===== config.mk =====
export PLATFORM = sky130hd
export DESIGN_NAME = hazard_ctrl_flat
export DESIGN_NICKNAME = d
export VERILOG_FILES = /design/src/rtl/hazard_ctrl_pkg.sv /design/src/rtl/hazard_ctrl_if.sv /design/src/rtl/hazard_ctrl_load_scoreboard.sv /design/src/rtl/hazard_ctrl.sv /design/src/flat_wrapper.sv
export SDC_FILE = /design/constraint.sdc
export NUM_CORES = 1
export LEC_CHECK = 0
export BUFFER_PORTS_ARGS = -buffer_cell sky130_fd_sc_hd__buf_4
export CAP_MARGIN = 20
export CORE_MARGIN = 3
export CORE_UTILIZATION = 45
export DETAILED_ROUTE_END_ITERATION = 10
export GPL_ROUTABILITY_DRIVEN = 1
export GPL_TIMING_DRIVEN = 0
export PLACE_DENSITY = 0.73
export SYNTH_ARGS = -nofsm -noshare
export SYNTH_HDL_FRONTEND = slang
export SYNTH_SLANG_ARGS = --single-unit

===== constraint.sdc =====
create_clock -name clk -period 4 [get_ports clk]
set_input_delay 0.6 -clock clk [delete_from_list [all_inputs] [get_ports clk]]
set_output_delay 0.6 -clock clk [all_outputs]
set_load 0.02 [all_outputs]

===== src/rtl/hazard_ctrl_pkg.sv =====
// Shared constants for the pipeline hazard controller: PC source encodings,
// mult/div FSM state codes and the default register address width.
package hazard_ctrl_pkg;

    localparam int REG_W = 5;

    localparam logic [2:0] PC_SEQ = 3'd0;
    localparam logic [2:0] PC_BR  = 3'd1;
    localparam logic [2:0] PC_J   = 3'd2;
    localparam logic [2:0] PC_JR  = 3'd3;

    localparam logic [0:0] MD_IDLE = 1'b0;
    localparam logic [0:0] MD_BUSY = 1'b1;

endpackage


===== src/rtl/hazard_ctrl_if.sv =====
// Bundle of ID/EX observation inputs and pipeline control outputs between
// the pipeline (master) and the hazard controller (slave).
interface hazard_ctrl_if #(
    parameter int REG_W = 5,
    parameter int CNT_W = 32
);
    logic [2:0]       PCSrc;
    logic             Branch;
    logic [REG_W-1:0] ID_Rs;
    logic [REG_W-1:0] ID_Rt;
    logic             ID_UseRs;
    logic             ID_UseRt;
    logic             ID_MulDiv;
    logic             ID_ReadHiLo;
    logic [REG_W-1:0] EX_Rt;
    logic             EX_MemRd;
    logic             Mem_Busy;

    logic             IF_ID_Stall;
    logic             IF_ID_Hold;
    logic             ID_EX_Stall;
    logic             PCHold;
    logic             PipeFreeze;
    logic             MD_Busy;
    logic [CNT_W-1:0] StallCycles;

    modport master (
        output PCSrc, Branch, ID_Rs, ID_Rt, ID_UseRs, ID_UseRt, ID_MulDiv,
               ID_ReadHiLo, EX_Rt, EX_MemRd, Mem_Busy,
        input  IF_ID_Stall, IF_ID_Hold, ID_EX_Stall, PCHold, PipeFreeze,
               MD_Busy, StallCycles
    );

    modport slave (
        input  PCSrc, Branch, ID_Rs, ID_Rt, ID_UseRs, ID_UseRt, ID_MulDiv,
               ID_ReadHiLo, EX_Rt, EX_MemRd, Mem_Busy,
        output IF_ID_Stall, IF_ID_Hold, ID_EX_Stall, PCHold, PipeFreeze,
               MD_Busy, StallCycles
    );

endinterface


===== src/rtl/hazard_ctrl_load_scoreboard.sv =====
// Pending-load scoreboard: tracks loads that have left EX but whose data is
// not yet available, and flags an ID instruction that reads one of them.
// With LOAD_LATENCY=1 the single entry is tied invalid, so only the direct
// EX-stage compare remains and the registers optimise away.
module hazard_ctrl_load_scoreboard #(
    parameter int LOAD_LATENCY = 1,
    parameter int REG_W        = 5
) (
    input  logic             clk,
    input  logic             reset,
    input  logic             freeze,
    input  logic             ex_memrd,
    input  logic [REG_W-1:0] ex_rt,
    input  logic [REG_W-1:0] id_rs,
    input  logic [REG_W-1:0] id_rt,
    input  logic             id_use_rs,
    input  logic             id_use_rt,
    output logic             load_haz
);

    localparam int DEPTH = (LOAD_LATENCY > 1) ? LOAD_LATENCY - 1 : 1;

    logic [DEPTH-1:0] sb_valid;
    logic [REG_W-1:0] sb_reg [DEPTH];
    logic             sb_hit;

    function automatic logic src_match(
        input logic             use_rs,
        input logic [REG_W-1:0] rs,
        input logic             use_rt,
        input logic [REG_W-1:0] rt,
        input logic [REG_W-1:0] r
    );
        return (r != '0) && ((use_rs && (rs == r)) || (use_rt && (rt == r)));
    endfunction

    // Shift the load pipeline each unfrozen cycle; the oldest entry falls off.
    always_ff @(posedge clk or posedge reset) begin
        if (reset) begin
            sb_valid <= '0;
            for (int i = 0; i < DEPTH; i++) sb_reg[i] <= '0;
        end else if (!freeze) begin
            sb_valid[0] <= (LOAD_LATENCY > 1) && ex_memrd && (ex_rt != '0);
            sb_reg[0]   <= ex_rt;
            for (int i = 1; i < DEPTH; i++) begin
                sb_valid[i] <= sb_valid[i-1];
                sb_reg[i]   <= sb_reg[i-1];
            end
        end
    end

    // Any valid pending load whose destination the ID instruction reads.
    always_comb begin
        sb_hit = 1'b0;
        for (int i = 0; i < DEPTH; i++)
            if (sb_valid[i] && src_match(id_use_rs, id_rs, id_use_rt, id_rt, sb_reg[i]))
                sb_hit = 1'b1;
    end

    assign load_haz = (ex_memrd && src_match(id_use_rs, id_rs, id_use_rt, id_rt, ex_rt))
                    || sb_hit;

endmodule


===== src/rtl/hazard_ctrl.sv =====
// Pipeline hazard controller beside the ID stage: load-use and HI/LO busy
// stalls, jump/branch flushes, memory-wait freezes and a stall counter.
//
// Mult/div FSM states:
//   state   | meaning
//   MD_IDLE | no mult/div in flight; HI/LO readable
//   MD_BUSY | mult/div running; md_cnt holds remaining busy cycles
module hazard_ctrl #(
    parameter int LOAD_LATENCY = 1,
    parameter int MD_LATENCY   = 4,
    parameter int REG_W        = hazard_ctrl_pkg::REG_W,
    parameter int CNT_W        = 32
) (
    input  logic         clk,
    input  logic         reset,
    hazard_ctrl_if.slave bus
);
    import hazard_ctrl_pkg::PC_BR;
    import hazard_ctrl_pkg::PC_J;
    import hazard_ctrl_pkg::PC_JR;
    import hazard_ctrl_pkg::MD_IDLE;
    import hazard_ctrl_pkg::MD_BUSY;

    localparam int MD_CW = (MD_LATENCY > 1) ? $clog2(MD_LATENCY) : 1;

    logic             load_haz;
    logic             md_haz;
    logic             haz;
    logic             md_start;
    logic [0:0]       md_state;
    logic [MD_CW-1:0] md_cnt;
    logic [CNT_W-1:0] stall_cnt;

    hazard_ctrl_load_scoreboard #(
        .LOAD_LATENCY(LOAD_LATENCY),
        .REG_W       (REG_W)
    ) u_load_scoreboard (
        .clk      (clk),
        .reset    (reset),
        .freeze   (bus.PipeFreeze),
        .ex_memrd (bus.EX_MemRd),
        .ex_rt    (bus.EX_Rt),
        .id_rs    (bus.ID_Rs),
        .id_rt    (bus.ID_Rt),
        .id_use_rs(bus.ID_UseRs),
        .id_use_rt(bus.ID_UseRt),
        .load_haz (load_haz)
    );

    assign md_haz   = (md_state == MD_BUSY) && (bus.ID_MulDiv || bus.ID_ReadHiLo);
    assign haz      = load_haz || md_haz;
    assign md_start = bus.ID_MulDiv && !haz && !bus.Mem_Busy && (MD_LATENCY > 1);

    // Priority decode: freeze, then stall, then flush; stalls beat flushes so
    // the branch/jump simply re-resolves once the stall clears.
    always_comb begin
        bus.IF_ID_Stall = 1'b0;
        bus.IF_ID_Hold  = 1'b0;
        bus.ID_EX_Stall = 1'b0;
        bus.PCHold      = 1'b0;
        bus.PipeFreeze  = 1'b0;
        if (reset) begin
            bus.PipeFreeze = 1'b0;
        end else if (bus.Mem_Busy) begin
            bus.PipeFreeze = 1'b1;
            bus.PCHold     = 1'b1;
            bus.IF_ID_Hold = 1'b1;
        end else if (haz) begin
            bus.PCHold      = 1'b1;
            bus.IF_ID_Hold  = 1'b1;
            bus.ID_EX_Stall = 1'b1;
        end else if ((bus.PCSrc == PC_J) || (bus.PCSrc == PC_JR)
                  || (bus.PCSrc == PC_BR) || bus.Branch) begin
            bus.IF_ID_Stall = 1'b1;
        end
    end

    // Mult/div busy tracker; keeps counting through freezes since the unit
    // runs on its own. BUSY lasts MD_LATENCY-1 cycles: it drops on the edge
    // where the counter reaches zero.
    always_ff @(posedge clk or posedge reset) begin
        if (reset) begin
            md_state <= MD_IDLE;
            md_cnt   <= '0;
        end else if (md_state == MD_IDLE) begin
            if (md_start) begin
                md_state <= MD_BUSY;
                md_cnt   <= MD_CW'(MD_LATENCY - 1);
            end
        end else if (md_cnt <= MD_CW'(1)) begin
            md_state <= MD_IDLE;
            md_cnt   <= '0;
        end else begin
            md_cnt <= md_cnt - MD_CW'(1);
        end
    end

    // Performance counter of PC-hold cycles, free-running wrap.
    always_ff @(posedge clk or posedge reset) begin
        if (reset)           stall_cnt <= '0;
        else if (bus.PCHold) stall_cnt <= stall_cnt + CNT_W'(1);
    end

    assign bus.MD_Busy     = (md_state == MD_BUSY);
    assign bus.StallCycles = stall_cnt;

endmodule


===== src/flat_wrapper.sv =====
// flat-port wrapper written by rule: the top's interface ports become plain ports
module hazard_ctrl_flat import hazard_ctrl_pkg::PC_BR; import hazard_ctrl_pkg::PC_J; import hazard_ctrl_pkg::PC_JR; import hazard_ctrl_pkg::MD_IDLE; import hazard_ctrl_pkg::MD_BUSY;
#(
    parameter int LOAD_LATENCY = 1,
    parameter int MD_LATENCY   = 4,
    parameter int REG_W        = hazard_ctrl_pkg::REG_W,
    parameter int CNT_W        = 32
)
  (clk, reset, bus_PCSrc, bus_Branch, bus_ID_Rs, bus_ID_Rt, bus_ID_UseRs, bus_ID_UseRt, bus_ID_MulDiv, bus_ID_ReadHiLo, bus_EX_Rt, bus_EX_MemRd, bus_Mem_Busy, bus_IF_ID_Stall, bus_IF_ID_Hold, bus_ID_EX_Stall, bus_PCHold, bus_PipeFreeze, bus_MD_Busy, bus_StallCycles);
  hazard_ctrl_if #(.REG_W(REG_W), .CNT_W(CNT_W)) bus_i ();
  input  logic clk;
  input  logic reset;
  input wire logic [$bits(bus_i.PCSrc)-1:0] bus_PCSrc;
  input wire logic [$bits(bus_i.Branch)-1:0] bus_Branch;
  input wire logic [$bits(bus_i.ID_Rs)-1:0] bus_ID_Rs;
  input wire logic [$bits(bus_i.ID_Rt)-1:0] bus_ID_Rt;
  input wire logic [$bits(bus_i.ID_UseRs)-1:0] bus_ID_UseRs;
  input wire logic [$bits(bus_i.ID_UseRt)-1:0] bus_ID_UseRt;
  input wire logic [$bits(bus_i.ID_MulDiv)-1:0] bus_ID_MulDiv;
  input wire logic [$bits(bus_i.ID_ReadHiLo)-1:0] bus_ID_ReadHiLo;
  input wire logic [$bits(bus_i.EX_Rt)-1:0] bus_EX_Rt;
  input wire logic [$bits(bus_i.EX_MemRd)-1:0] bus_EX_MemRd;
  input wire logic [$bits(bus_i.Mem_Busy)-1:0] bus_Mem_Busy;
  output wire logic [$bits(bus_i.IF_ID_Stall)-1:0] bus_IF_ID_Stall;
  output wire logic [$bits(bus_i.IF_ID_Hold)-1:0] bus_IF_ID_Hold;
  output wire logic [$bits(bus_i.ID_EX_Stall)-1:0] bus_ID_EX_Stall;
  output wire logic [$bits(bus_i.PCHold)-1:0] bus_PCHold;
  output wire logic [$bits(bus_i.PipeFreeze)-1:0] bus_PipeFreeze;
  output wire logic [$bits(bus_i.MD_Busy)-1:0] bus_MD_Busy;
  output wire logic [$bits(bus_i.StallCycles)-1:0] bus_StallCycles;
  assign bus_i.PCSrc = bus_PCSrc;
  assign bus_i.Branch = bus_Branch;
  assign bus_i.ID_Rs = bus_ID_Rs;
  assign bus_i.ID_Rt = bus_ID_Rt;
  assign bus_i.ID_UseRs = bus_ID_UseRs;
  assign bus_i.ID_UseRt = bus_ID_UseRt;
  assign bus_i.ID_MulDiv = bus_ID_MulDiv;
  assign bus_i.ID_ReadHiLo = bus_ID_ReadHiLo;
  assign bus_i.EX_Rt = bus_EX_Rt;
  assign bus_i.EX_MemRd = bus_EX_MemRd;
  assign bus_i.Mem_Busy = bus_Mem_Busy;
  assign bus_IF_ID_Stall = bus_i.IF_ID_Stall;
  assign bus_IF_ID_Hold = bus_i.IF_ID_Hold;
  assign bus_ID_EX_Stall = bus_i.ID_EX_Stall;
  assign bus_PCHold = bus_i.PCHold;
  assign bus_PipeFreeze = bus_i.PipeFreeze;
  assign bus_MD_Busy = bus_i.MD_Busy;
  assign bus_StallCycles = bus_i.StallCycles;
  hazard_ctrl #(.LOAD_LATENCY(LOAD_LATENCY), .MD_LATENCY(MD_LATENCY), .REG_W(REG_W), .CNT_W(CNT_W)) u_core (.clk(clk), .reset(reset), .bus(bus_i));
endmodule

### Yosys cells after proc, flatten, opt, wreduce, memory -nomap -nowiden

Index checks and enable logic that the tools add are counted.

| storage, ports and cells | value |
|---|---|
| register bits after elaboration | 35 |
| input port bits | 27 |
| output and inout port bits | 38 |
| word-level logic and storage cells | 45 |

| operators by class | value |
|---|---|
| $add $sub $neg | 2 |
| $lt $le $gt $ge | 1 |
| eq/ne operators | 5 |
| multiplexer cells | 17 |
| reduce and logical (&&, ||, !) cells | 17 |

Operator list:

| cell | number |
|---|---|
| $add A32 B1 Y32 const B | 1 |
| $mux W1 | 14 |
| $eq A5 B5 Y1 | 2 |
| $logic_and A1 B1 Y1 | 7 |
| $eq A3 B2 Y1 const B | 2 |
| $logic_or A1 B1 Y1 | 6 |
| $mux W2 | 3 |
| $reduce_bool A5 Y1 | 1 |
| $eq A3 B1 Y1 const B | 1 |
| $le A2 B1 Y1 const B | 1 |
| $logic_not A1 Y1 | 2 |
| $reduce_bool A2 Y1 | 1 |
| $sub A2 B1 Y2 const B | 1 |

### Longest topological paths before layout

Gate-level depths: netlist of the first run.

| depth | value |
|---|---|
| word-level depth | 11 |
| depth in mapped cells | 7 |
| gate-level depth less buffers | 6 |

### By module

Synthesis of the first run repeated with hierarchy kept, for this count alone.

| second synthesis, totals | value |
|---|---|
| cell total of the unflattened synthesis | 171 |
| area total of the unflattened synthesis | 1,838.0 µm² |

Modules (own cells, without submodules):

| module | instances | cells an instance | area an instance (µm²) |
|---|---|---|---|
| hazard_ctrl | 1 | 154 | 1,704.1 |
| hazard_ctrl_load_scoreboard | 1 | 17 | 133.9 |

### Least setup slack after synthesis of the first run

No wires, ideal clock.

| timing path | value |
|---|---|
| path type | input -> output |
| start point | input port bus_EX_Rt[1] |
| end point | output port bus_IF_ID_Stall |
| data arrival time | 2.426 ns |
| data required time | 3.400 ns |
| setup slack | 0.974 ns |
| stages | 5 |
| buffers on the path | 0 |
| cell sequence | or4_1 o21ai_2 and2b_1 or2_2 nor4_1 |

| between the ends | value |
|---|---|
| longest elaborated chain between the ends | 9 |
| elaborated cells between the ends (all ways) | 12 |
| those cells by class | eq/ne: 2; mux: 3; reduce/logical: 7 |

Ends and longest elaborated chain:

| element | line | text |
|---|---|---|
| start: declaration | flat_wrapper.sv:21 | `input wire logic [$bits(bus_i.EX_Rt)-1:0] bus_EX_Rt;` |
| $eq A5 B5 Y1 | hazard_ctrl_load_scoreboard.sv:34 | `return (r != '0) && ((use_rs && (rs == r)) \|\| (use_rt && (rt == r)));` |
| $logic_and A1 B1 Y1 | hazard_ctrl_load_scoreboard.sv:34 |  |
| $logic_or A1 B1 Y1 | hazard_ctrl_load_scoreboard.sv:34 |  |
| $logic_and A1 B1 Y1 (*) | hazard_ctrl_load_scoreboard.sv:34 |  |
| $logic_and A1 B1 Y1 (*) | hazard_ctrl_load_scoreboard.sv:60 | `assign load_haz = (ex_memrd && src_match(id_use_rs, id_rs, id_use_rt, id_rt, ex_rt))` |
| $logic_or A1 B1 Y1 (*) | hazard_ctrl.sv:51 | `assign haz = load_haz \|\| md_haz;` |
| $mux W1 (*) | hazard_ctrl.sv:68 | `end else if (haz) begin` |
| $mux W1 (*) | hazard_ctrl.sv:64 | `end else if (bus.Mem_Busy) begin` |
| $mux W1 (*) | hazard_ctrl.sv:62 | `if (reset) begin` |
| end: declaration | flat_wrapper.sv:24 | `output wire logic [$bits(bus_i.IF_ID_Stall)-1:0] bus_IF_ID_Stall;` |

Every way passes the cells marked *; elsewhere a longest branch is shown, timed or not.

### Worst setup path after layout of the first run

| timing path | value |
|---|---|
| start point | input port bus_EX_Rt[1] |
| end point | output port bus_PCHold |

| between the ends | value |
|---|---|
| longest elaborated chain between the ends | 9 |
| elaborated cells between the ends (all ways) | 12 |
| those cells by class | eq/ne: 2; mux: 3; reduce/logical: 7 |

Ends and longest elaborated chain:

| element | line | text |
|---|---|---|
| $eq A5 B5 Y1 | hazard_ctrl_load_scoreboard.sv:34 |  |
| $logic_and A1 B1 Y1 | hazard_ctrl_load_scoreboard.sv:34 |  |
| $logic_or A1 B1 Y1 | hazard_ctrl_load_scoreboard.sv:34 |  |
| $logic_and A1 B1 Y1 (*) | hazard_ctrl_load_scoreboard.sv:34 |  |
| $logic_and A1 B1 Y1 (*) | hazard_ctrl_load_scoreboard.sv:60 |  |
| $logic_or A1 B1 Y1 (*) | hazard_ctrl.sv:51 |  |
| $mux W1 (*) | hazard_ctrl.sv:68 |  |
| $mux W1 (*) | hazard_ctrl.sv:64 |  |
| $mux W1 (*) | hazard_ctrl.sv:62 |  |
| end: declaration | flat_wrapper.sv:27 | `output wire logic [$bits(bus_i.PCHold)-1:0] bus_PCHold;` |

Marks and branches as above.

==> metrics.sh, run 1 <==
TRITONCTS_CLOCK_TREE='built'
STANDARD_CELL_CORE_AREA_UM2=3826
PORT_BUFFERS=64
HOLDCRITPATHCLASS='register to register'
WORST_R2R_PATH_DEPTH=6
FINALWIRELENGTH_MM=4.231
ROOT_BUFFER='sky130_fd_sc_hd__clkbuf_8'
GRTUSAGETOTAL=0.1851
ROUTED_VIA_DENSITY=5.329
PERIOD_SHARE=0.7691
CLOCK_SKEWS_PS=2.124
FINALWEIGHTEDCONGESTION=0.7501
YOSYS_REGISTER_BITS=35
PATH_MAX_FANOUT=10
POST_CTS_REPAIR_SETUP_BUFFERS=0
WORST_IR_DROP_VDD_V=0.0003464
CP_DATA_ARRIVAL_TIME_PS=2480
DRT_ITER0_DRC=50
PLACE_HPWL_MM=3.133
FINAL_NETS=274
FLOORPLAN.DIE_AREA_UM2=4924
POST_CTS_HOLD_BUFFER_COUNT=0
CTS_NUM_SINKS=35
WORSTSETUPPATHTYPE='primary input to output pin'
RUN_STATUS='finished clean'
LEAKAGEPOWER_nW=1.232
DRCVIOLATIONCOUNT=0
FINALINSTANCEAREA_UM2=2494
WIRE_LENGTH_OF_THE_FIRST_GLOBAL_ROUTING_PASS_MM=7.458
POST_DP_CELL_AREA_UM2=2394
INITIAL_ANTENNA_VIOLATION_COUNT=0
NUMBER_OF_VIAS_AFTER_DETAILED_ROUTING=1572
POST_ROUTE_CELLS_DRIVE_ABOVE_1_SHARE=0.3360
SYNTH.LIB_CELLS_USED.DISTINCT=30
CLOCK_TRANSITION_AT_THE_REGISTERS_OF_THE_REPORTED_PATHS_PS=70
FINAL_COMMON_CELL='sky130_fd_sc_hd__buf_4'
WORST-SLEW-PIN-TRANSITION_PS=747.1
SYNTH.YOSYS.WARNINGS=0
WORST-ENDPOINT-REQUIRED_PS=3400
DRT_PASS1_ITERATIONS=4
MAX_FREQ_GHz=0.3251
GRT-OVFL-TOTAL=0
MAX_SLEW_MARGIN=0.5012
LAYOUT.CELLS.MOST_COMMON_LIST='sky130_fd_sc_hd__buf_4 (65), sky130_fd_sc_hd__dfrtp_1 (35), sky130_fd_sc_hd__xor2_1 (27)'
FLOORPLAN.INITIALDENSITY=0.4843
TIMING.SETUP.TNS_PS=0
GRT_PASS1_VIAS=1579
FP-ROW-COUNT=22
GRT_START_MAX_NET_PINS=37
ENDPOINT_KIND='output pin'
CTS_H_TREE_DEPTH=2
CLOCK_LATENCY_PS=290
NUM_ANTENNA_CELLS=0
CRITICAL_PATH.REG2REG.ENDPOINT='u_core.bus.StallCycles[29]'
POST_SYNTH_INST_COUNT=175
SETUP.REG_TO_REG.WORST_SLACK_PS=1900
TRITONCTS.NUM_BUFFERS=5
ANT_NETS=0
NUMBER_OF_FAILING_HOLD_ENDPOINTS_AT_THE_FINAL_STAGE=0
TIMING.HOLD.WORST_ENDPOINT='u_core.bus.StallCycles[31]'
FINAL_MAX_SLEW_VIOL_COUNT=0
TIMING.RR.START='u_core.bus.StallCycles[3]'
LAYOUT_MIN_CYCLE_TIME_PS=3076
DIEWIDTH_UM=70.17
DRV.MAX_CAP_VIOLATION_COUNT=0
SYNTH-SEQ-AREA-SHARE=0.4727
DIEHEIGHT_UM=70.17
SYN-CELL-AREA_UM2=1853
PWR_PER_CELL_AREA_nW_PER_UM2=453.8
HOLD_DEPTH=1
MAX-CLOCK-PATH-BUFFERS=2
MIN-DELAY-START='u_core.bus.StallCycles[31]'
CRITICAL_PATH.STARTPOINT_TYPE='primary input'
AREA_GROWTH_SYN_TO_LAYOUT_PCT=34.57
SYNTH_NETS=203
POST_DRT_WL_PER_CELL_UM=14.34
POST_SYNTH.CELL_AREA_AVG_UM2=10.59
BOUNDARYPINS=65
SETUP-VIOLATIONS-FINAL=0
CTS_RESIZED=0
GRT_SETUP_UNREPAIRED='no'
[cell usage after synthesis (all sizes together)]
cell type  instances  area share
nor4              12       0.041
xnor2             14       0.066
nand2b             1      0.0047
nor2b              1      0.0034
o31a               1      0.0047
nor4b              5       0.024
a221oi             1       0.014
nand4              7       0.024
inv                5       0.010
ha                 1      0.0068
nor2               7       0.014
mux2               2       0.012
clkbuf             2      0.0041
o21a               2      0.0081
nor3               9       0.024
nor3b              5       0.020
o22ai              1      0.0034
buf                4       0.022
nand3              8       0.022
or2                2      0.0068
nand2             13       0.026
o21ai              2      0.0074
dfrtp             35        0.47
and4               2      0.0095
and2b              1      0.0041
or4                1      0.0041
and3               4       0.014
xor2              27        0.13
[area by class of cell]
| cell class | instances | area, um^2 |
|---|---|---|
| Multi-Input combinational cell | 129 | 909.6 |
| Buffer | 6 | 48.80 |
| Timing Repair Buffer | 64 | 480.5 |
| Fill cell | 321 | 1333 |
| Clock buffer | 8 | 100.1 |
| Sequential cell | 35 | 875.8 |
| Tap cell | 48 | 60.06 |
| Inverter | 5 | 18.77 |
[through the flow]
stage | utilization | setup WS (ps) | hold WS [ps] | std cells | total power [mW]
global placement | 0.6256 | 808.0 | 457.8 | 287 | 0.8500
detailed placement | 0.6256 | 913.6 | 463.0 | 287 | 0.8614
finish | 0.6517 | 923.7 | 472.6 | 295 | 1.132
global route | 0.6517 | 773.7 | 517.3 | 295 | 1.195
floorplan | - | 974.4 | 492.8 | 175 | 0.6999
CTS | 0.6517 | 901.6 | 472.4 | 295 | 1.148
[how the worst max path moves through the flow]
| stage | start | to | slack [ps] | depth (start not counted) |
|---|---|---|---|---|
| 6_report | bus_EX_Rt[1] | bus_PCHold | 920 | 9 |
| 5_1_grt | bus_EX_Rt[1] | bus_PCHold | 770 | 9 |
| 3_5_place_dp | bus_EX_Rt[1] | bus_PCHold | 910 | 9 |
| 2_1_floorplan | bus_EX_Rt[1] | bus_IF_ID_Stall | 970 | 5 |
| 3_3_place_gp | reset | bus_PCHold | 810 | 7 |
| 4_1_cts | bus_EX_Rt[1] | bus_PCHold | 900 | 9 |
[per-layer routing]
layer | up-vias | wire length, um | track usage
met5 | - | 0 | 0
met4 | 0 | 23 | 0.04468
met3 | 2 | 361 | 0.06619
met2 | 61 | 1914 | 0.2907
met1 | 749 | 1932 | 0.2443
li1 | 760 | - | -
[flip-flops by register name, summed over array words and instances, names as in the netlist]
signal / flops
u_core.bus.StallCycles: 32
u_core.md_cnt: 2
u_core.bus.MD_Busy: 1
[critical path, cell delays in order]
cell and delay, ps:
sky130_fd_sc_hd__buf_4 120, sky130_fd_sc_hd__or4_1 550, sky130_fd_sc_hd__o21ai_2 140, sky130_fd_sc_hd__nor2_1 80, sky130_fd_sc_hd__a221oi_4 440, sky130_fd_sc_hd__buf_6 210, sky130_fd_sc_hd__inv_1 60, sky130_fd_sc_hd__buf_4 120
sky130_fd_sc_hd__buf_4 140
[power breakdown]
| part | switching (mW) | internal (mW) |
|---|---|---|
| Sequential | 0.0686 | 0.414 |
| Combinational | 0.197 | 0.170 |
| Clock | 0.125 | 0.157 |
| Total | 0.390 | 0.741 |
[logic make-up (layout without fill, tap and decap cells)]
kind of cell,after synthesis,after routing,synth area share
AOI/OAI and AO/OA,7,7,0.03781
xor gates and xnor gates,41,41,0.1938
adders and majority gates,1,1,0.006751
buffers and inverters,11,83,0.03646
DFF,35,35,0.4727
muxes,2,2,0.01215
and+or+nand+nor,78,78,0.2404
No activity file was read; power rests on OpenSTA's default activity.
==> inputs of run 2 (changes only) <==
--- a/config.mk
+++ b/config.mk
@@ -12,7 +12,7 @@
 export DETAILED_ROUTE_END_ITERATION = 10
 export GPL_ROUTABILITY_DRIVEN = 1
 export GPL_TIMING_DRIVEN = 0
-export PLACE_DENSITY = 0.73
+export PLACE_DENSITY = 0.76
 export SYNTH_ARGS = -nofsm -noshare
 export SYNTH_HDL_FRONTEND = slang
 export SYNTH_SLANG_ARGS = --single-unit
==> constraint.sdc (replaced) <==
create_clock -name clk -period 2.5 [get_ports clk]
set_input_delay 0.375 -clock clk [delete_from_list [all_inputs] [get_ports clk]]
set_output_delay 0.375 -clock clk [all_outputs]
set_load 0.02 [all_outputs]
==> metrics.sh, run 2 (same netlist as run 1, synthesis figures left out) <==
RUN_STATUS='finished clean'
INITIAL_ANTENNA_VIOLATION_COUNT=0
FILLER_CELL_COUNT=306
FLOORPLAN.DIE_AREA_UM2=4924
NETSWITCHINGPOWER_mW=0.6397
CTS_H_TREE_DEPTH=2
LAYOUT_MIN_CYCLE_TIME_PS=2432
DIEHEIGHT_UM=70.17
P_SEQ_FRAC=0.388
PWR_PER_CELL_AREA_nW_PER_UM2=765.4
POST_CTS_HOLD_BUFFER_COUNT=0
FINALWEIGHTEDCONGESTION=0.7829
CP_DATA_ARRIVAL_TIME_PS=2060
ANT_NETS=0
COMBINATIONALPOWERSHARE=0.311
HOLDCRITPATHCLASS='primary input to async pin'
CRITICAL_PATH.STARTPOINT_TYPE='primary input'
DIEWIDTH_UM=70.17
CTS_NUM_SINKS=35
GRT_SETUP_UNREPAIRED='yes'
DRCVIOLATIONCOUNT=0
FINAL_MAX_SLEW_VIOL_COUNT=0
FINALINSTANCEAREA_UM2=2605
PLACE_HPWL_MM=3.255
WIRE_LENGTH_OF_THE_FIRST_GLOBAL_ROUTING_PASS_MM=7.217
WORST-ENDPOINT-REQUIRED_PS=2120
POST_DRT_WL_PER_CELL_UM=14.60
DRT_ITER0_DRC=30
GRT_START_MAX_NET_PINS=21
PATH_MAX_FANOUT=3
FP-ROW-COUNT=22
DRV.MAX_CAP_VIOLATION_COUNT=0
NUMBER_OF_VIAS_AFTER_DETAILED_ROUTING=1592
ROUTED_VIA_DENSITY=5.307
TOTAL_INTERNAL_POWER_mW=1.354
GRT_PASS1_VIAS=1520
LEAKAGEPOWER_nW=1.281
ROOT_BUFFER='sky130_fd_sc_hd__clkbuf_8'
DRT_PASS1_ITERATIONS=4
WORST_IR_DROP_VDD_V=0.0005934
SETUP-VIOLATIONS-FINAL=0
GRT-OVFL-TOTAL=0
NUM_ANTENNA_CELLS=0
PERIOD_SHARE=0.9727
TRITONCTS_CLOCK_TREE='built'
BOUNDARYPINS=65
GRTUSAGETOTAL=0.1810
POST_ROUTE_CELLS_DRIVE_ABOVE_1_SHARE=0.3532
WORST-SLEW-PIN-TRANSITION_PS=745.7
MAX-CLOCK-PATH-BUFFERS=2
FLOORPLAN.INITIALDENSITY=0.4843
AREA_GROWTH_SYN_TO_LAYOUT_PCT=40.58
CLOCK_LATENCY_PS=290
FINAL_COMMON_CELL='sky130_fd_sc_hd__buf_4'
MAX_FREQ_GHz=0.4112
FINALWIRELENGTH_MM=4.379
NUMBER_OF_FAILING_HOLD_ENDPOINTS_AT_THE_FINAL_STAGE=0
NETSWITCHINGFRACTION=0.3208
CLOCK_SKEWS_PS=4.225
STANDARD_CELL_CORE_AREA_UM2=3826
MAX_SLEW_MARGIN=0.5023
LARGEST_REG_FLOPS=32
FINAL_NETS=279
P_CLK_FRAC=0.301
POST_DP_CELL_AREA_UM2=2427
WORSTSETUPPATHTYPE='primary input to output pin'
POST-ROUTE-UTIL=0.6808
CLOCK_TRANSITION_AT_THE_REGISTERS_OF_THE_REPORTED_PATHS_PS=70
ENDPOINT_KIND='output pin'
PORT_BUFFERS=64
LAYOUT.CELLS.MOST_COMMON_LIST='sky130_fd_sc_hd__buf_4 (69), sky130_fd_sc_hd__dfrtp_1 (35), sky130_fd_sc_hd__xor2_1 (27)'
TRITONCTS.NUM_BUFFERS=5
==> run 2: layout make-up <==
class	count	area, um^2	area share
plain buffers	6	48.80	0.01873
well taps	48	60.06	0.02305
inverters	5	18.77	0.007205
clock inverters	2	60.06	0.02305
repair buffers	69	538.0	0.2065
clock buffers	6	72.57	0.02786
multi-input cells	129	930.9	0.3573
flip-flops and latches	35	875.8	0.3362
==> run 2: metal layers <==
metal | global-route usage | up-vias | share of wire
met4 | 0.06383 | 0 | 0.014
met2 | 0.2791 | 61 | 0.45
li1 | - | 767 | -
met3 | 0.05180 | 8 | 0.073
met1 | 0.2427 | 756 | 0.47
met5 | 0 | - | 0
==> run 2: metrics by stage <==
stage | instances | hold WS (ps) | setup WS, ps | power [mW] | TNS, ps
finish | 300 | 256.5 | 68.28 | 1.994 | 0
global route | 300 | 314.1 | -8.814 | 2.099 | -8.814
CTS | 297 | 265.1 | 44.53 | 1.996 | 0
detailed placement | 288 | 471.0 | -90.30 | 1.382 | -90.30
global placement | 287 | 458.8 | -221.0 | 1.361 | -2118
floorplan | 175 | 492.8 | 141.5 | 1.121 | 0
==> run 2: worst max-delay path, stage by stage <==
cell and delay [ps]:
sky130_fd_sc_hd__buf_4 130, sky130_fd_sc_hd__or4_4 530, sky130_fd_sc_hd__o21ai_2 150, sky130_fd_sc_hd__and2b_1 210
sky130_fd_sc_hd__or2_4 240, sky130_fd_sc_hd__nor4_4 250, sky130_fd_sc_hd__buf_4 170
==> run 2: final timing paths <==
path / start / to / slack [ps] / depth (start not counted)
max in group asynchronous: reset / u_core.bus.StallCycles[29] / 1700 / 3
worst min-delay path: reset / u_core.bus.StallCycles[31] / 260 / 2
worst max register to register: u_core.bus.StallCycles[3] / u_core.bus.StallCycles[29] / 340 / 6
min in group clk: u_core.bus.StallCycles[31] / u_core.bus.StallCycles[31] / 480 / 1
worst min register to register: u_core.bus.StallCycles[31] / u_core.bus.StallCycles[31] / 480 / 1
worst max-delay path: bus_EX_Rt[1] / bus_IF_ID_Stall / 70 / 7
==> run 2: what timing repair did <==
item | CTS | global route
setup endpoints to repair | 1 | 2
pin swaps | 1 | 3
setup buffers | 1 | 3
endpoints found under the hold margin | 0 | 0
resized for setup | 0 | 3
==> run 2: power groups by stage <==
stage	clock network, mW	registers [mW]	logic (mW)
6_report	0.600	0.774	0.620
3_3_place_gp	0	0.779	0.581
3_5_place_dp	0	0.780	0.602
4_1_cts	0.613	0.773	0.611
5_1_grt	0.638	0.794	0.667
2_1_floorplan	0	0.859	0.262
==> inputs of run 3 (changes only) <==
--- a/config.mk
+++ b/config.mk
@@ -11,7 +11,6 @@
 export CORE_UTILIZATION = 45
 export DETAILED_ROUTE_END_ITERATION = 10
 export GPL_ROUTABILITY_DRIVEN = 1
-export GPL_TIMING_DRIVEN = 0
 export PLACE_DENSITY = 0.76
 export SYNTH_ARGS = -nofsm -noshare
 export SYNTH_HDL_FRONTEND = slang
==> constraint.sdc (replaced) <==
create_clock -name clk -period 2.05 [get_ports clk]
set_input_delay 0.3075 -clock clk [delete_from_list [all_inputs] [get_ports clk]]
set_output_delay 0.3075 -clock clk [all_outputs]
set_load 0.02 [all_outputs]
==> metrics.sh, run 3 (same netlist as run 1, synthesis figures left out) <==
PRE_CTS_SLACK_PS=-270.7
FINAL_MAX_SLEW_VIOL_COUNT=0
POST_CTS_HOLD_BUFFER_COUNT=0
DIEHEIGHT_UM=70.17
MAX_SLEW_MARGIN=0.5779
SLOWEST_STAGE='sky130_fd_sc_hd__or4_4'
DRT_PASS1_ITERATIONS=4
FINAL_NETS=290
CPLARGESTDELAYFAMILY='simple AND/OR/NAND/NOR gates'
GRT_PASS1_VIAS=1590
AREA_GROWTH_SYN_TO_LAYOUT_PCT=51.45
GRT-OVFL-TOTAL=0
CTS_H_TREE_DEPTH=2
FP-ROW-COUNT=22
FLOORPLAN.INITIALDENSITY=0.4843
ROOT_BUFFER='sky130_fd_sc_hd__clkbuf_8'
WIRE_LENGTH_OF_THE_FIRST_GLOBAL_ROUTING_PASS_MM=7.500
TIMING.CRITICAL_PATH.SLOWEST_CELL_DELAY_PS=540
ANT_NETS=0
CTS_NUM_SINKS=35
NUMBER_OF_VIAS_AFTER_DETAILED_ROUTING=1637
FILLER_CELL_COUNT=281
GRT_SETUP_UNREPAIRED='yes'
NUMBER_OF_FAILING_HOLD_ENDPOINTS_AT_THE_FINAL_STAGE=0
LAYOUT_MIN_CYCLE_TIME_PS=2216
TRITONCTS_CLOCK_TREE='built'
CP_CELL_SEQUENCE='buf_6 -> or4_4 -> o21ai_4 -> and2b_1 -> or2_4 -> nor4_4 -> buf_4'
RUN_STATUS='finished, violations left'
GRT_START_MAX_NET_PINS=36
TRITONCTS.NUM_BUFFERS=5
CRITICAL_PATH.STARTPOINT_TYPE='primary input'
HOLDCRITPATHCLASS='primary input to async pin'
SETUP-VIOLATIONS-FINAL=5
WORST-SLEW-PIN-TRANSITION_PS=631.6
CLOCK_TRANSITION_AT_THE_REGISTERS_OF_THE_REPORTED_PATHS_PS=70
CLOCK_LATENCY_PS=280
ROUTED_VIA_DENSITY=5.264
DIEWIDTH_UM=70.17
WORST_IR_DROP_VDD_V=0.0007070
WORST-ENDPOINT-REQUIRED_PS=1740
FINALWEIGHTEDCONGESTION=0.7396
INITIAL_ANTENNA_VIOLATION_COUNT=0
BOUNDARYPINS=65
VIOLATED_CHECKS='setup timing'
CLOCK_SKEWS_PS=7.952
DRV.MAX_CAP_VIOLATION_COUNT=0
DRT_ITER0_DRC=101
WORSTSETUPPATHTYPE='primary input to output pin'
FINAL_COMMON_CELL='sky130_fd_sc_hd__buf_4'
PATH_BUF_INV=2
CP_DATA_ARRIVAL_TIME_PS=1910
POST_DRT_WL_PER_CELL_UM=14.78
STANDARD_CELL_CORE_AREA_UM2=3826
PORT_BUFFERS=64
POST_ROUTE_CELLS_DRIVE_ABOVE_1_SHARE=0.4411
MAX_FREQ_GHz=0.4512
FINALWIRELENGTH_MM=4.598
MAX-CLOCK-PATH-BUFFERS=2
LAYOUT.CELLS.MOST_COMMON_LIST='sky130_fd_sc_hd__buf_4 (76), sky130_fd_sc_hd__dfrtp_1 (35), sky130_fd_sc_hd__xor2_1 (27)'
PLACE_HPWL_MM=3.193
GRTUSAGETOTAL=0.1873
PATH_MAX_FANOUT=2
FLOORPLAN.DIE_AREA_UM2=4924
FINISH.CELL_COUNT_WITHOUT_FILLERS=311
NUM_ANTENNA_CELLS=0
FIN_HOLD_WS_PS=275.1
LEAKAGEPOWER_nW=1.371
POSTLAYOUTSETUPSLACKWORST_PS=-166.4
ENDPOINT_KIND='output pin'
PWR_PER_CELL_AREA_nW_PER_UM2=826.4
SETUP.REG_TO_REG.WORST_SLACK_PS=90
DRCVIOLATIONCOUNT=0
REPORT.POWER.TOTAL_mW=2.319
PERIOD_SHARE=1.081
DP_CELLS=297
LARGEST_REG_FLOPS=32
-- run 3: changes by cell type in the layout (fill, tap and decap cells not counted), moves of 2 or more --
cell	delta
sky130_fd_sc_hd__nor4_2	+4
sky130_fd_sc_hd__clkbuf_1	-2
sky130_fd_sc_hd__nor4_1	-5
sky130_fd_sc_hd__buf_6	+4
sky130_fd_sc_hd__bufinv_16	-2
sky130_fd_sc_hd__nor4b_1	-4
sky130_fd_sc_hd__buf_4	+7
sky130_fd_sc_hd__nor4b_2	+3
sky130_fd_sc_hd__clkbuf_8	+2
-- run 3: where the power goes --
group	switching, mW	leakage (nW)	internal, mW
Clock	0.238	0.0515	0.307
Combinational	0.428	0.875	0.408
Sequential	0.131	0.445	0.808
-- run 3: repair_timing --
item,CTS,global route
hold endpoints to repair,0,0
buffers inserted,2,3
resized for setup,6,24
pin swaps,3,4
setup endpoints to repair,4,20
gates cloned,0,1
-- run 3: worst register-to-register path, cell delays in order (launching register included) --
cell and delay [ps]:
sky130_fd_sc_hd__dfrtp_1 410, sky130_fd_sc_hd__and4_1 320, sky130_fd_sc_hd__and3_1 210, sky130_fd_sc_hd__and3_1 210
sky130_fd_sc_hd__nand4_1 190, sky130_fd_sc_hd__nor4_1 320, sky130_fd_sc_hd__xor2_1 200
-- run 3: metal layers --
| metal | vias up | share of wire | wire, um | global-route usage |
|---|---|---|---|---|
| met5 | - | 0 | 0 | 0 |
| met4 | 0 | 0.0078 | 36 | 0.03830 |
| met3 | 4 | 0.054 | 249 | 0.04604 |
| met2 | 54 | 0.49 | 2231 | 0.3179 |
| met1 | 791 | 0.45 | 2081 | 0.2431 |
| li1 | 788 | - | - | - |
-- run 3: area by class of cell --
class / count / area, um^2 / share of cell area
multi-input combinational: 129 / 1042 / 0.3714
sequential: 35 / 875.8 / 0.3121
timing repair buffer: 86 / 709.4 / 0.2528
clock buffer: 8 / 100.1 / 0.03567
tap: 48 / 60.06 / 0.02140
inverter: 5 / 18.77 / 0.006687
-- run 3: path summary, 6_finish.rpt --
kind                                              endpoint  cells past startpoint                  startpoint
min in group clk                          u_core.md_cnt[1]                      3                bus_Mem_Busy
worst min register to register  u_core.bus.StallCycles[25]                      1  u_core.bus.StallCycles[25]
max in group asynchronous       u_core.bus.StallCycles[30]                      3                       reset
worst min-delay path             u_core.bus.StallCycles[0]                      3                       reset
worst max register to register  u_core.bus.StallCycles[30]                      6  u_core.bus.StallCycles[19]
worst max-delay path                       bus_IF_ID_Stall                      7                bus_EX_Rt[1]
-- run 3: through the flow --
step / instance area [um^2] / TNS, ps / utilization
after floorplan: 1868 / -216.1 / -
after global placement: 2492 / -2681 / 0.6514
after detailed placement: 2492 / -3214 / 0.6514
after CTS: 2630 / -431.7 / 0.6874
after global routing: 2806 / -1405 / 0.7335
final: 2806 / -505.2 / 0.7335
